### src/rtl/cpu_mem_pkg.sv
// Shared types and helpers for the I/D cache-to-main-memory arbiter.
package cpu_mem_pkg;

   localparam int MEM_ADDR_W      = 16;
   localparam int MEM_DATA_W      = 16;
   localparam int MEM_BLOCK_WORDS = 8;

   typedef enum logic [1:0] {
      IDLE    = 2'd0,
      FILL_I  = 2'd1,
      FILL_D  = 2'd2,
      WRITE_D = 2'd3
   } arb_state_e;

   // Byte-offset bits inside a block of 16-bit words; also the counter width.
   function automatic int block_off_w(input int block_words);
      return $clog2(block_words) + 1;
   endfunction

   function automatic logic [MEM_ADDR_W-1:0] block_base(input logic [MEM_ADDR_W-1:0] addr,
                                                        input int block_words);
      logic [MEM_ADDR_W-1:0] mask;
      mask = (MEM_ADDR_W'(1) << block_off_w(block_words)) - MEM_ADDR_W'(1);
      return addr & ~mask;
   endfunction

endpackage

### src/rtl/mem_arbiter.sv
// Fixed-priority, non-preemptive arbiter sharing one pipelined memory between
// the I-cache fill path and the D-cache fill / write-through path.
module mem_arbiter
   import cpu_mem_pkg::*;
#(
   parameter int ADDR_W      = MEM_ADDR_W,
   parameter int DATA_W      = MEM_DATA_W,
   parameter int BLOCK_WORDS = MEM_BLOCK_WORDS
) (
   input  logic                           clk,
   input  logic                           rst,
   input  logic                           i_req,
   input  logic [ADDR_W-1:0]              i_addr,
   input  logic                           d_req,
   input  logic                           d_wr,
   input  logic [ADDR_W-1:0]              d_addr,
   input  logic [DATA_W-1:0]              d_wdata,
   output logic                           i_grant,
   output logic                           d_grant,
   output logic                           i_done,
   output logic                           d_done,
   output logic                           fill_valid,
   output logic [DATA_W-1:0]              fill_data,
   output logic [$clog2(BLOCK_WORDS)-1:0] fill_word,
   output logic                           mem_en,
   output logic                           mem_wr,
   output logic [ADDR_W-1:0]              mem_addr,
   output logic [DATA_W-1:0]              mem_wdata,
   input  logic [DATA_W-1:0]              mem_rdata,
   input  logic                           mem_valid,
   output logic [1:0]                     dbg_state
);

   localparam int CNT_W  = block_off_w(BLOCK_WORDS);
   localparam int WORD_W = $clog2(BLOCK_WORDS);
   localparam logic [CNT_W-1:0] CNT_FULL = CNT_W'(BLOCK_WORDS);
   localparam logic [CNT_W-1:0] CNT_LAST = CNT_W'(BLOCK_WORDS - 1);

   // Handshake: a requester raises req and holds it; grant is a level for the
   // whole ownership, done is a one-cycle pulse, req drops the cycle after done.
   arb_state_e        state_q, state_d;
   logic [CNT_W-1:0]  iss_cnt_q, iss_cnt_d;
   logic [CNT_W-1:0]  rx_cnt_q, rx_cnt_d;
   logic [ADDR_W-1:0] addr_q, addr_d;
   logic [DATA_W-1:0] wdata_q, wdata_d;
   logic              in_fill;
   logic              issuing;
   logic              last_rx;

   assign in_fill = (state_q == FILL_I) || (state_q == FILL_D);
   assign issuing = in_fill && (iss_cnt_q != CNT_FULL);
   assign last_rx = in_fill && mem_valid && (rx_cnt_q == CNT_LAST);

   always_ff @(posedge clk or posedge rst) begin
      if (rst) begin
         state_q <= IDLE;
      end else begin
         state_q <= state_d;
      end
   end

   always_comb begin
      state_d = state_q;
      case (state_q)
         IDLE: begin
            if (d_req) begin
               state_d = d_wr ? WRITE_D : FILL_D;
            end else if (i_req) begin
               state_d = FILL_I;
            end
         end
         FILL_I, FILL_D: begin
            if (last_rx) begin
               state_d = IDLE;
            end
         end
         WRITE_D: state_d = IDLE;
         default: state_d = IDLE;
      endcase
   end

   // Counters and grant-time latches; the D side wins when both request.
   always_comb begin
      iss_cnt_d = iss_cnt_q;
      rx_cnt_d  = rx_cnt_q;
      addr_d    = addr_q;
      wdata_d   = wdata_q;
      if (state_q == IDLE) begin
         iss_cnt_d = '0;
         rx_cnt_d  = '0;
         if (d_req) begin
            addr_d  = d_wr ? d_addr : block_base(d_addr, BLOCK_WORDS);
            wdata_d = d_wdata;
         end else if (i_req) begin
            addr_d = block_base(i_addr, BLOCK_WORDS);
         end
      end else if (in_fill) begin
         if (issuing) begin
            iss_cnt_d = iss_cnt_q + CNT_W'(1);
         end
         if (mem_valid) begin
            rx_cnt_d = last_rx ? '0 : rx_cnt_q + CNT_W'(1);
         end
      end
   end

   always_ff @(posedge clk or posedge rst) begin
      if (rst) begin
         iss_cnt_q <= '0;
         rx_cnt_q  <= '0;
         addr_q    <= '0;
         wdata_q   <= '0;
      end else begin
         iss_cnt_q <= iss_cnt_d;
         rx_cnt_q  <= rx_cnt_d;
         addr_q    <= addr_d;
         wdata_q   <= wdata_d;
      end
   end

   // Outputs decode registered state only; done and fill_* also see mem_valid
   // so completion lands on the same cycle as the last returned word.
   always_comb begin
      i_grant    = (state_q == FILL_I);
      d_grant    = (state_q == FILL_D) || (state_q == WRITE_D);
      mem_en     = issuing || (state_q == WRITE_D);
      mem_wr     = (state_q == WRITE_D);
      mem_addr   = '0;
      mem_wdata  = '0;
      if (state_q == WRITE_D) begin
         mem_addr  = addr_q;
         mem_wdata = wdata_q;
      end else if (issuing) begin
         mem_addr = addr_q + (ADDR_W'(iss_cnt_q) << 1);
      end
      fill_valid = in_fill && mem_valid;
      fill_data  = fill_valid ? mem_rdata : '0;
      fill_word  = in_fill ? rx_cnt_q[WORD_W-1:0] : '0;
      i_done     = (state_q == FILL_I) && last_rx;
      d_done     = ((state_q == FILL_D) && last_rx) || (state_q == WRITE_D);
      dbg_state  = state_q;
   end

endmodule

### config.mk
export PLATFORM = sky130hd
export DESIGN_NAME = mem_arbiter
export DESIGN_NICKNAME = d
export VERILOG_FILES = /design/src/rtl/cpu_mem_pkg.sv /design/src/rtl/mem_arbiter.sv
export SDC_FILE = /design/constraint.sdc
export NUM_CORES = 1
export LEC_CHECK = 0
export BUFFER_PORTS_ARGS = -buffer_cell sky130_fd_sc_hd__buf_4
export CORE_ASPECT_RATIO = 0.5
export CORE_MARGIN = 1.5
export CORE_UTILIZATION = 42
export DETAILED_ROUTE_END_ITERATION = 8
export GPL_ROUTABILITY_DRIVEN = 0
export PLACE_DENSITY = 0.76
export REMOVE_ABC_BUFFERS = 1
export SLEW_MARGIN = 25
export SYNTH_ARGS = -nofsm -noshare
export SYNTH_HDL_FRONTEND = slang
export SYNTH_SLANG_ARGS = --single-unit
### constraint.sdc
create_clock -name clk -period 2.25 [get_ports clk]
set_input_delay 0.225 -clock clk [delete_from_list [all_inputs] [get_ports clk]]
set_output_delay 0.225 -clock clk [all_outputs]
set_load 0.005 [all_outputs]
# Word-level counts from Yosys, hierarchy flattened
# Index checks and enable logic that the tools add are counted.
word_totals:
  regBits: 42
  out_inout_bits: 60
  in_bits: 70
  elab_cells: 55
op_classes:
  n_reduce_logical: 20
  n_eq_ne: 7
  addsub: 3
  muxes: 20
op_table:
  columns: ["operator", "count"]
  rows:
  - ["16-bit two-way mux", 6]
  - ["4-bit two-way mux", 8]
  - ["16-bit by 5-bit adder with 16-bit output", 1]
  - ["2-bit AND reduction", 5]
  - ["4-bit by 1-bit adder with 4-bit output (second input constant)", 2]
  - ["2-bit nonzero test", 4]
  - ["2-bit two-way mux", 3]
  - ["2-bit one-hot mux with 3 select lines", 1]
  - ["1-bit logical AND", 5]
  - ["2-bit equality test (second input constant)", 2]
  - ["4-bit by 3-bit equality test with 1-bit output (second input constant)", 1]
  - ["1-bit logical OR", 4]
  - ["4-bit != test (second input constant)", 1]
  - ["3-bit two-way mux", 1]
  - ["3-bit != test (second input constant)", 1]
  - ["2-bit by 1-bit equality test with 1-bit output (second input constant)", 1]
  - ["2-bit logical NOT", 1]
  - ["2-bit != test (second input constant)", 1]
  - ["2-bit OR reduction", 1]
  - ["1-bit two-way mux", 1]

# Longest topological paths before layout
# Gate-level depths: netlist (run 1).
logic_depth:
  depth_word: 8
  mapped_depth: 7

# Worst setup path before layout (run 1)
# OpenSTA, ideal clock, no wires.
synth_path:
  kind: "reg2out"
  from: "register iss_cnt_q[0]"
  to: "output port mem_addr[15]"
  t_arrival_ps: 2039
  n_path_buf: 0
  required_ps: 2025
  path_stages_with_launch: 8
  slack_ps: -14
  cell_sequence: "dfrtp_1 -> ha_1 -> inv_1 -> fa_1 -> nand2b_1 -> a211o_1 -> or4_1 -> a21oi_1"
synth_via:
  elab_chain_len: 4
  word_cells_on_any_way: 5
  classes_between: "add/sub (1); eq/ne (1); mux (2); reduce/logical (1)"
synth_lines:
  columns: ["item", "line", "source"]
  rows:
  - ["start, declared", "mem_arbiter.sv:42", "logic [CNT_W-1:0] iss_cnt_q, iss_cnt_d;"]
  - ["start signal, assigned", "mem_arbiter.sv:114", "iss_cnt_q <= iss_cnt_d;"]
  - ["branches (longest 2 deep; another with 16-bit by 5-bit adder with 16-bit output)", null, null]
  - ["16-bit two-way mux *", "mem_arbiter.sv:133", "end else if (issuing) begin"]
  - ["16-bit two-way mux *", "mem_arbiter.sv:130", "if (state_q == WRITE_D) begin"]
  - ["end, declared", "mem_arbiter.sv:27", "output logic [ADDR_W-1:0] mem_addr,"]
# Every way passes the cells marked *.

# Worst setup path in the final report (run 1)
# Ends and elaborated chain as after synthesis.

==> results of run 1 <==
==> placed cells by master (no fill, tap or decap), drive strengths merged, types with 2 or more instances in the layout <==
cell / n
clkbuf: 6
o31ai: 9
nand4: 3
mux2i: 14
or3: 4
inv: 13
a22o: 6
a21o: 3
a21oi: 10
nor2: 9
o211ai: 3
nand3b: 2
o21bai: 2
dfrtp: 42
buf: 161
mux2: 17
and3: 17
nor2b: 3
and2: 21
or4: 6
xor2: 2
nand3: 5
clkinv: 3
or2: 2
nand2: 32
a211o: 3
o21ai: 25
ha: 12
==> kinds of logic after synthesis <==
group                      after synthesis
muxes                                   31
and+or+nand+nor                        109
adders and majority gates               13
AOI/OAI and AO/OA                       67
DFF                                     42
xor gates and xnor gates                 2
buffers and inverters                   30
==> registers in the layout, summed over array words and instances (netlist names) <==
| signal | flops |
|---|---|
| addr_q | 16 |
| rx_cnt_q | 4 |
| dbg_state | 2 |
| iss_cnt_q | 4 |
| wdata_q | 16 |
==> through the flow <==
step / std cells / utilization, % / total power [W] / setup TNS [ns] / instance area [µm²]
floorplan: 278 / - / 0.002580 / -0.2344 / 2663
global placement: 509 / 62.29 / 0.003674 / -0.2399 / 3850
detailed placement: 509 / 62.29 / 0.003802 / -0.3912 / 3850
CTS: 530 / 68.66 / 0.004779 / -2.970 / 4244
global route: 535 / 70.38 / 0.005298 / -4.681 / 4350
finish: 535 / 70.38 / 0.004971 / -3.607 / 4350
==> cell type report <==
cell class              instances  area (µm²)
clock buffers                   6       128.9
clock inverters                 2       13.76
fillers                       451        1831
inverters                      14       55.05
multi-input cells             222        1737
flip-flops and latches         42        1051
well taps                      88       110.1
repair buffers                161        1255
==> report_power, final <==
| part | total [W] | switching, W | internal (W) |
|---|---|---|---|
| Sequential | 0.00137 | 0.000288 | 0.00108 |
| Combinational | 0.00288 | 0.00138 | 0.00150 |
| Clock | 0.000720 | 0.000308 | 0.000412 |
| Total | 0.00497 | 0.00197 | 0.00300 |
==> what timing repair did <==
action / 4_1_cts / 5_1_grt
gates cloned: 1 / 0
pin swaps: 13 / 13
buffers inserted: 12 / 7
setup endpoints to repair: 17 / 17
gates resized for setup: 38 / 21
==> layer usage <==
| layer | wire length [µm] | track usage [%] | vias to the layer above |
|---|---|---|---|
| li1 | - | - | 1358 |
| met1 | 3558 | 27.51 | 1387 |
| met5 | 0 | 0 | - |
| met4 | 151 | 9.294 | 0 |
| met3 | 389 | 4.158 | 15 |
| met2 | 4535 | 45.20 | 94 |
==> final timing paths <==
check                               endpoint    startpoint  slack [ns]  cells after the start
worst max-delay path            mem_addr[15]  iss_cnt_q[0]       -0.40                      8
max in group asynchronous        rx_cnt_q[1]           rst        1.55                      3
worst max register to register  dbg_state[0]  dbg_state[1]        0.25                      8
worst min-delay path               addr_q[7]           rst        0.01                      2
min in group clk                   addr_q[1]     d_addr[1]        0.15                      2
worst min register to register    wdata_q[5]    wdata_q[5]        0.50                      1
==> worst reg2reg max path, delay by kind of cell, from the launching register on <==
kind                     cells  cell delay [ns]
buffers and inverters        3             0.45
flip-flops                   1             0.39
AND/OR/NAND/NOR              2             0.32
adder cells (fa/ha/maj)      1             0.26
multiplexers                 1             0.26
AO/OA/AOI/OAI                1             0.25
==> Flow_metrics.wiki, run 1 <==
{| class="wikitable"
! Metric !! Value
|-
| CTS Root Buffer Type || clkbuf_16
|-
| Hold Worst Slack || 0.01029 ns
|-
| Number of rows in the core area || 20
|-
| Adder and majority gate portion of the synthesized area || 6.227%
|-
| Max VDD drop || 495.8 µV
|-
| Worst min-delay path category || in2async
|-
| Biggest area contributors in the synthesized netlist || dfrtp_1 38%, mux2_2 7.0%, ha_1 5.5%, mux2i_1 5.1%, and2_1 4.8%
|-
| Top cells by instance count after synthesis || 42 x dfrtp_1, 32 x nand2_1, 23 x o21ai_0
|-
| Total of max-cap violations || 0
|-
| Die Ht || 60.04 µm
|-
| Classification of the worst setup path || reg2out
|-
| Global route overflow || 0
|-
| Number of synthesized flops with an enable pin || 0
|-
| Die Outline Area || ~7000 µm²
|-
| Mux contribution to synthesized area || roughly 12%
|-
| Count leader, synth || dfrtp_1
|-
| Area Overhead vs Synth || 59.20%
|-
| Largest stage delay, worst path || 0.43 ns
|-
| Endpoint class of the critical path || primary output
|-
| Starting DRT DRC Count || 88
|-
| Slew @ Worst Pin || 0.8495 ns
|-
| Run status || complete, but fails checks
|-
| Post-Syn Area per Cell || just over 9 µm²
|-
| Ys async rst share || between 90% and 100%
|-
| Area share of the largest cell type after synthesis || 38.46%
|-
| Standard cell core area || roughly 6200 µm²
|-
| Share of cells above drive strength 1 || 49.66%
|-
| Clk pin slew, worst setup/hold paths || roughly 0.07 ns
|-
| Max Transition Viols Final || 0
|-
| Average routed wire per standard cell || 16.14 µm
|-
| CTS tree || done
|-
| Starting density of the core || 44.21%
|-
| Final count of hold timing violations || 0
|-
| Final layout net count || between 500 and 600
|-
| Worst rel slew slack || 43.01%
|-
| Data arrival time of the critical path || ~2.4 ns
|-
| Tmin final || 2.646 ns
|-
| Count of inserted antenna diode cells || 0
|-
| Gate Count Post-Synth || 294
|-
| DRC violations left || 0
|-
| Aggregate global-route resource usage || a little under a quarter
|-
| Clock latency reported for the late side of the worst-skew pair || 0.28 ns
|-
| Fraction of the mapped netlist area in compound gates || 15.75%
|-
| CTS max path bufs || 2
|-
| Number of sinks on the clock net || between 40 and 50
|-
| Simple-gate area share of the yosys netlist || 22.30%
|-
| Period Utilization, post-route || 117.6%
|-
| CTS hold repair buffers || 0
|-
| Yosys top cell by area || dfrtp_1
|-
| Slack of the critical path || -0.3961 ns
|-
| Number of buffers created by CTS || 5
|-
| Dominant delay contributor by cell family on the critical path || simple AND/OR/NAND/NOR gates
|-
| Failing checks || setup timing
|-
| Yosys synthesis warning count || 0
|-
| Sort of element at the start of the critical path || flip-flop
|-
| Final setup skew || 0.005502 ns
|-
| Worst path buffer plus inverter count || 2
|-
| Worst-path maximum fanout || 8
|-
| Proportion of synthesized chip area in sequential cells || 38.46%
|-
| Cell Area, Synth || ~2700 µm²
|-
| Die X-Extent || between 100 and 150 µm
|-
| Main combinational cell family by area after synthesis || simple AND/OR/NAND/NOR gates
|-
| Power per standard cell area || around 1100 nW/µm²
|-
| Routed via count divided by cell count || 5.335
|-
| I/O Pins || 130
|-
| Critical path data required time || 2.03 ns
|-
| Total of flip-flops plus latches after synthesis || 42
|-
| Global-route wire length before repair || between 10,000 and 15,000 µm
|-
| Max Fclk || 377.9 MHz
|-
| Pin count of the biggest net entering global routing || 42
|-
| Critical path cell sequence || ha_2 -> inv_2 -> fa_2 -> nand2b_4 -> a211o_4 -> or4_4 -> a21oi_2 -> buf_4
|-
| Number of distinct library cell variants in the gate-level netlist after synthesis || 44
|-
| Number of global-route vias before repair || 2,713
|-
| Antenna-violating nets left || 0
|-
| Standard cell with the maximum stage delay on the critical path || or4_4
|-
| Number of optimization iterations in the first detailed-route pass || 4
|-
| Sum of routed wire length over all layers || between 8000 and 9000 µm
|-
| Number of H-tree branching levels || 2
|-
| Number of antenna violations at the first check in global routing || 0
|-
| HPWL after DPL || 5843 µm
|-
| Place WS || -0.1464 ns
|-
| Count of buffers inserted at the top-level ports || 125
|-
| Final Setup Violations || 15
|-
| Most frequently used flop master after synthesis || dfrtp_1
|-
| RSZ-0062 raised after global routing || true
|-
| Parity-gate share of the synthesized area counting xor and xnor cells || 0.6410%
|-
| Reported leakage power || about 2.2 nW
|-
| Via count of the routed design || 2,854
|}
No activity file was read; power rests on OpenSTA's default activity.
==> run 2, diff against run 1 <==
--- a/config.mk
+++ b/config.mk
@@ -11,7 +11,7 @@
 export CORE_UTILIZATION = 42
 export DETAILED_ROUTE_END_ITERATION = 8
 export GPL_ROUTABILITY_DRIVEN = 0
-export PLACE_DENSITY = 0.76
+export PLACE_DENSITY = 0.84
 export REMOVE_ABC_BUFFERS = 1
 export SLEW_MARGIN = 25
 export SYNTH_ARGS = -nofsm -noshare
==> Flow_metrics.wiki, run 2 (synthesized netlist as in run 1, its figures left out) <==
{| class="wikitable"
! Metric !! Value
|-
| Die Outline Area || 7028 µm²
|-
| Top library cells by usage in the layout, fill and taps aside || 144 x buf_4, 40 x dfrtp_1, 32 x nand2_1, 22 x o21ai_0, 19 x and2_1
|-
| Share of cells above drive strength 1 || 50.11%
|-
| WP depth || 8
|-
| Standard cell with the maximum stage delay on the critical path || or4_4
|-
| Worst path buffer plus inverter count || 2
|-
| Final layout net count || between 500 and 600
|-
| CTS hold repair buffers || 0
|-
| Standard cell core area || 6181 µm²
|-
| DRC violations left || 0
|-
| Period Utilization, post-route || 118.3%
|-
| Starting DRT DRC Count || 197
|-
| Slew @ Worst Pin || 0.8076 ns
|-
| Classification of the worst setup path || reg2out
|-
| Count of buffers inserted at the top-level ports || 125
|-
| HPWL after DPL || between 5000 and 6000 µm
|-
| Critical path data required time || 2.03 ns
|-
| Global-route wire length before repair || 13,760 µm
|-
| Largest registers in the final layout || addr_q (16), wdata_q (16)
|-
| Worst-path maximum fanout || 8
|-
| Antenna-violating nets left || 0
|-
| Aggregate global-route resource usage || 26.39%
|-
| Starting density of the core || 44.21%
|-
| Number of cells traversed by the worst register-to-register path || 10
|-
| Number of rows in the core area || 20
|-
| Max VDD drop || between 400 and 500 µV
|-
| Largest stage delay, worst path || 0.44 ns
|-
| Hold Worst Slack || -0.01627 ns
|-
| Count of inserted antenna diode cells || 0
|-
| Number of antenna violations at the first check in global routing || 0
|-
| Run status || complete, but fails checks
|-
| Sum of routed wire length over all layers || 9836 µm
|-
| Total placed instance area || 3870 µm²
|-
| Number of global-route vias before repair || between 2,000 and 3,000
|-
| Clock latency reported for the late side of the worst-skew pair || 0.30 ns
|-
| Number of sinks on the clock net || 42
|-
| Total of max-cap violations || 0
|-
| Average routed wire per standard cell || 18.52 µm
|-
| Power per standard cell area || 1222 nW/µm²
|-
| Die Ht || 60.04 µm
|-
| Final count of hold timing violations || 19
|-
| Clk pin slew, worst setup/hold paths || roughly 0.070 ns
|-
| Via count of the routed design || 3,018
|-
| Global route overflow || 0
|-
| Data arrival time of the critical path || around 2.4 ns
|-
| Routed via count divided by cell count || 5.684
|-
| Tmin final || 2.662 ns
|-
| Total non-filler cell area in the finished layout || between 4000 and 5000 µm²
|-
| CTS max path bufs || 2
|-
| Worst min-delay path category || in2async
|-
| Die X-Extent || 117.1 µm
|-
| Sort of element at the start of the critical path || flip-flop
|-
| Max Transition Viols Final || 0
|-
| Number of H-tree branching levels || 2
|-
| Number of optimization iterations in the first detailed-route pass || 5
|-
| Failing checks || hold timing, setup timing
|-
| Pin count of the biggest net entering global routing || 30
|-
| Dominant delay contributor by cell family on the critical path || simple AND/OR/NAND/NOR gates
|-
| Finished Core Util || ~72%
|-
| CTS Root Buffer Type || clkbuf_16
|-
| Reported leakage power || 2.194 nW
|-
| RSZ-0062 raised after global routing || true
|-
| I/O Pins || 130
|-
| Final setup skew || 0.007022 ns
|-
| Area Overhead vs Synth || 62.09%
|-
| Endpoint class of the critical path || primary output
|-
| Final Setup Violations || 12
|-
| CTS tree || done
|-
| Worst rel slew slack || 45.82%
|-
| Number of buffers created by CTS || 5
|-
| Slack of the critical path || -0.4116 ns
|-
| Critical path cell sequence || ha_2 -> inv_2 -> fa_2 -> nand2b_4 -> a211o_4 -> or4_4 -> a21oi_2 -> buf_4
|-
| Most common cell after layout, fill and taps aside || buf_4
|-
| Max Fclk || ~380 MHz
|}
==> run 2: area by class of cell <==
class,count,area (µm²)
flip-flops and latches,42,1054
well taps,88,110.1
multi-input cells,222,1775
clock inverters,3,68.82
inverters,14,60.06
fillers,401,1752
repair buffers,157,1236
clock buffers,5,125.1
==> run 2: layer usage <==
| layer | global-route usage (%) | routed length (µm) | vias to the layer above |
|---|---|---|---|
| li1 | - | - | 1348 |
| met4 | 13.77 | 347 | 0 |
| met2 | 46.45 | 4852 | 166 |
| met5 | 0 | 0 | - |
| met3 | 5.172 | 713 | 46 |
| met1 | 31.34 | 3923 | 1458 |
==> run 2: report_power, final <==
group          switching (W)  internal, W  total, W
sequential          0.000324      0.00109   0.00141
clock               0.000337     0.000639  0.000976
combinational        0.00150      0.00153   0.00303
==> run 2: repair_timing <==
| action | CTS | global route |
|---|---|---|
| resized for setup | 36 | 26 |
| setup endpoints to repair | 16 | 17 |
| buffers inserted | 10 | 3 |
| cloned | 1 | 0 |
| pin swaps | 17 | 12 |
==> run 2: metrics by stage <==
stage                     setup WS (ns)  std cells  TNS [ns]  power, W
after floorplan                 -0.1129        278   -0.2344  0.002580
after global routing            -0.4714        531    -4.018  0.005688
after global placement         -0.08247        510   -0.1025  0.003721
after CTS                       -0.3666        528    -2.468  0.005014
final                           -0.4116        531    -3.434  0.005413
after detailed placement        -0.1289        510   -0.2680  0.003781
==> run 2: path summary, 6_finish.rpt <==
path	from	end	slack, ns
max reg2reg	dbg_state[1]	dbg_state[1]	0.13
min reg2reg	wdata_q[15]	wdata_q[15]	0.50
min in group clk	d_addr[3]	addr_q[3]	0.16
max in group asynchronous	rst	addr_q[8]	1.73
min	rst	iss_cnt_q[0]	-0.02
max	addr_q[1]	mem_addr[15]	-0.41
==> run 3, diff against run 2 <==
--- a/config.mk
+++ b/config.mk
@@ -13,6 +13,7 @@
 export GPL_ROUTABILITY_DRIVEN = 0
 export PLACE_DENSITY = 0.84
 export REMOVE_ABC_BUFFERS = 1
+export SKIP_LAST_GASP = 1
 export SLEW_MARGIN = 25
 export SYNTH_ARGS = -nofsm -noshare
 export SYNTH_HDL_FRONTEND = slang
==> Flow_metrics.wiki, run 3 (synthesized netlist as in run 1, its figures left out) <==
{| class="wikitable"
! Metric !! Value
|-
| Endpoint class of the critical path || primary output
|-
| Number of global-route vias before repair || 2,791
|-
| Critical path data required time || 2.03 ns
|-
| CTS tree || done
|-
| Worst path buffer plus inverter count || 2
|-
| Number of H-tree branching levels || 2
|-
| RSZ-0062 raised after global routing || true
|-
| Global route overflow || 0
|-
| CTS Root Buffer Type || clkbuf_16
|-
| Final setup skew || ~0.0073 ns
|-
| # fillers || between 300 and 400
|-
| Starting DRT DRC Count || 191
|-
| Average routed wire per standard cell || between 15 and 20 µm
|-
| Share of cells above drive strength 1 || roughly half
|-
| Worst-path maximum fanout || 8
|-
| End point of the critical path || mem_addr[15]
|-
| Max Transition Viols Final || 0
|-
| Global-route wire length before repair || 13,760 µm
|-
| Die X-Extent || ~120 µm
|-
| Placed cells || 510
|-
| Worst min-delay path category || in2async
|-
| Top library cells by usage in the layout, fill and taps aside || 144 x buf_4, 40 x dfrtp_1, 32 x nand2_1, 22 x o21ai_0, 19 x and2_1
|-
| Max Fclk || approximately 370 MHz
|-
| Final layout net count || 525
|-
| Classification of the worst setup path || reg2out
|-
| Routed via count divided by cell count || 5.635
|-
| Number of optimization iterations in the first detailed-route pass || 4
|-
| Number of rows in the core area || 20
|-
| Final count of hold timing violations || 19
|-
| Slack of the critical path || -0.4630 ns
|-
| Critical Path Source || addr_q[1]
|-
| Slew @ Worst Pin || slightly above 0.8 ns
|-
| Number of sinks on the clock net || 42
|-
| Die Outline Area || 7028 µm²
|-
| Power per standard cell area || around 1200 nW/µm²
|-
| Period Utilization, post-route || 120.6%
|-
| Total of max-cap violations || 0
|-
| Max VDD drop || 483.7 µV
|-
| HPWL after DPL || 5494 µm
|-
| Clock latency reported for the late side of the worst-skew pair || 0.30 ns
|-
| Largest stage delay, worst path || around 0.45 ns
|-
| Data arrival time of the critical path || 2.49 ns
|-
| Antenna-violating nets left || 0
|-
| Non-Filler Instances || about 530
|-
| Worst r2r dst || dbg_state[1]
|-
| FF-to-FF Start || dbg_state[1]
|-
| Dominant delay contributor by cell family on the critical path || simple AND/OR/NAND/NOR gates
|-
| Final Setup Violations || 12
|-
| Area Overhead vs Synth || 61.68%
|-
| WP depth || 8
|-
| Largest registers in the final layout || addr_q (16), wdata_q (16)
|-
| Count of inserted antenna diode cells || 0
|-
| Register-to-register setup slack || 0.13 ns
|-
| Number of cells traversed by the worst register-to-register path || 10
|-
| Critical path cell sequence || ha_2 -> inv_2 -> fa_2 -> nand2b_4 -> a211o_4 -> or4_1 -> a21oi_2 -> buf_4
|-
| Failing checks || hold timing, setup timing
|-
| Standard cell with the maximum stage delay on the critical path || or4_1
|-
| Starting density of the core || between 40 and 50%
|-
| Pin count of the biggest net entering global routing || 30
|-
| Hold Worst Slack || -0.01408 ns
|-
| Number of buffers created by CTS || 5
|-
| Standard cell core area || 6181 µm²
|-
| Count of buffers inserted at the top-level ports || 125
|-
| Via count of the routed design || 2,992
|-
| CTS max path bufs || 2
|-
| DRC violations left || 0
|-
| Run status || complete, but fails checks
|-
| Worst rel slew slack || 45.64%
|-
| Die Ht || 60.04 µm
|-
| Tmin final || 2.713 ns
|-
| Aggregate global-route resource usage || 26.39%
|-
| Most common cell after layout, fill and taps aside || buf_4
|-
| Sort of element at the start of the critical path || flip-flop
|-
| I/O Pins || between 100 and 150
|-
| Reported leakage power || 2.192 nW
|-
| Number of antenna violations at the first check in global routing || 0
|-
| Clk pin slew, worst setup/hold paths || roughly 0.07 ns
|-
| Sum of routed wire length over all layers || 9818 µm
|}
-- run 3: worst min path at each step --
stage                    from           end  depth (start not counted)
floorplan           d_addr[0]     addr_q[0]                          1
global placement          rst    wdata_q[6]                          2
detailed placement        rst    wdata_q[6]                          2
CTS                       rst  iss_cnt_q[0]                          2
global route              rst  iss_cnt_q[0]                          2
finish                    rst  iss_cnt_q[0]                          2
-- run 3: cell type report --
cell class,instances,area [µm²],area share [%]
inverters,14,60.06,1.359
well taps,88,110.1,2.492
multi-input cells,222,1764,39.93
repair buffers,157,1236,27.98
flip-flops and latches,42,1054,23.85
clock inverters,3,68.82,1.558
clock buffers,5,125.1,2.832
-- run 3: timing repair --
action,CTS,global route
setup buffers,10,3
resized for setup,36,23
pin swaps,17,12
cloned,1,0
endpoints found under the hold margin,0,0
endpoints found under the setup margin,16,17
hold buffers,0,0
-- run 3: power by group --
group          leakage [nW]  switching, W  internal, W  total [W]
logic                  1.58       0.00147      0.00153    0.00300
clock network        0.0940      0.000336     0.000639   0.000975
registers             0.520      0.000323      0.00109    0.00141
total                  2.19       0.00213      0.00325    0.00538
-- run 3: per-layer routing --
layer  track usage [%]  share of wire (%)
met5                 0                  0
met4             13.77                3.3
met3             5.172                8.0
met2             46.45                 49
met1             31.34                 40
-- run 3: stage by stage --
step | setup WS, ns | utilization [%] | cell area (µm²) | TNS, ns | power (W)
after floorplan | -0.1129 | - | 2663 | -0.2344 | 0.002580
after global placement | -0.08247 | 62.61 | 3870 | -0.1025 | 0.003721
after detailed placement | -0.1289 | 62.61 | 3870 | -0.2680 | 0.003781
after CTS | -0.3666 | 69.43 | 4292 | -2.468 | 0.005014
after global routing | -0.5284 | 71.48 | 4418 | -4.052 | 0.005656
final | -0.4630 | 71.48 | 4418 | -3.399 | 0.005384
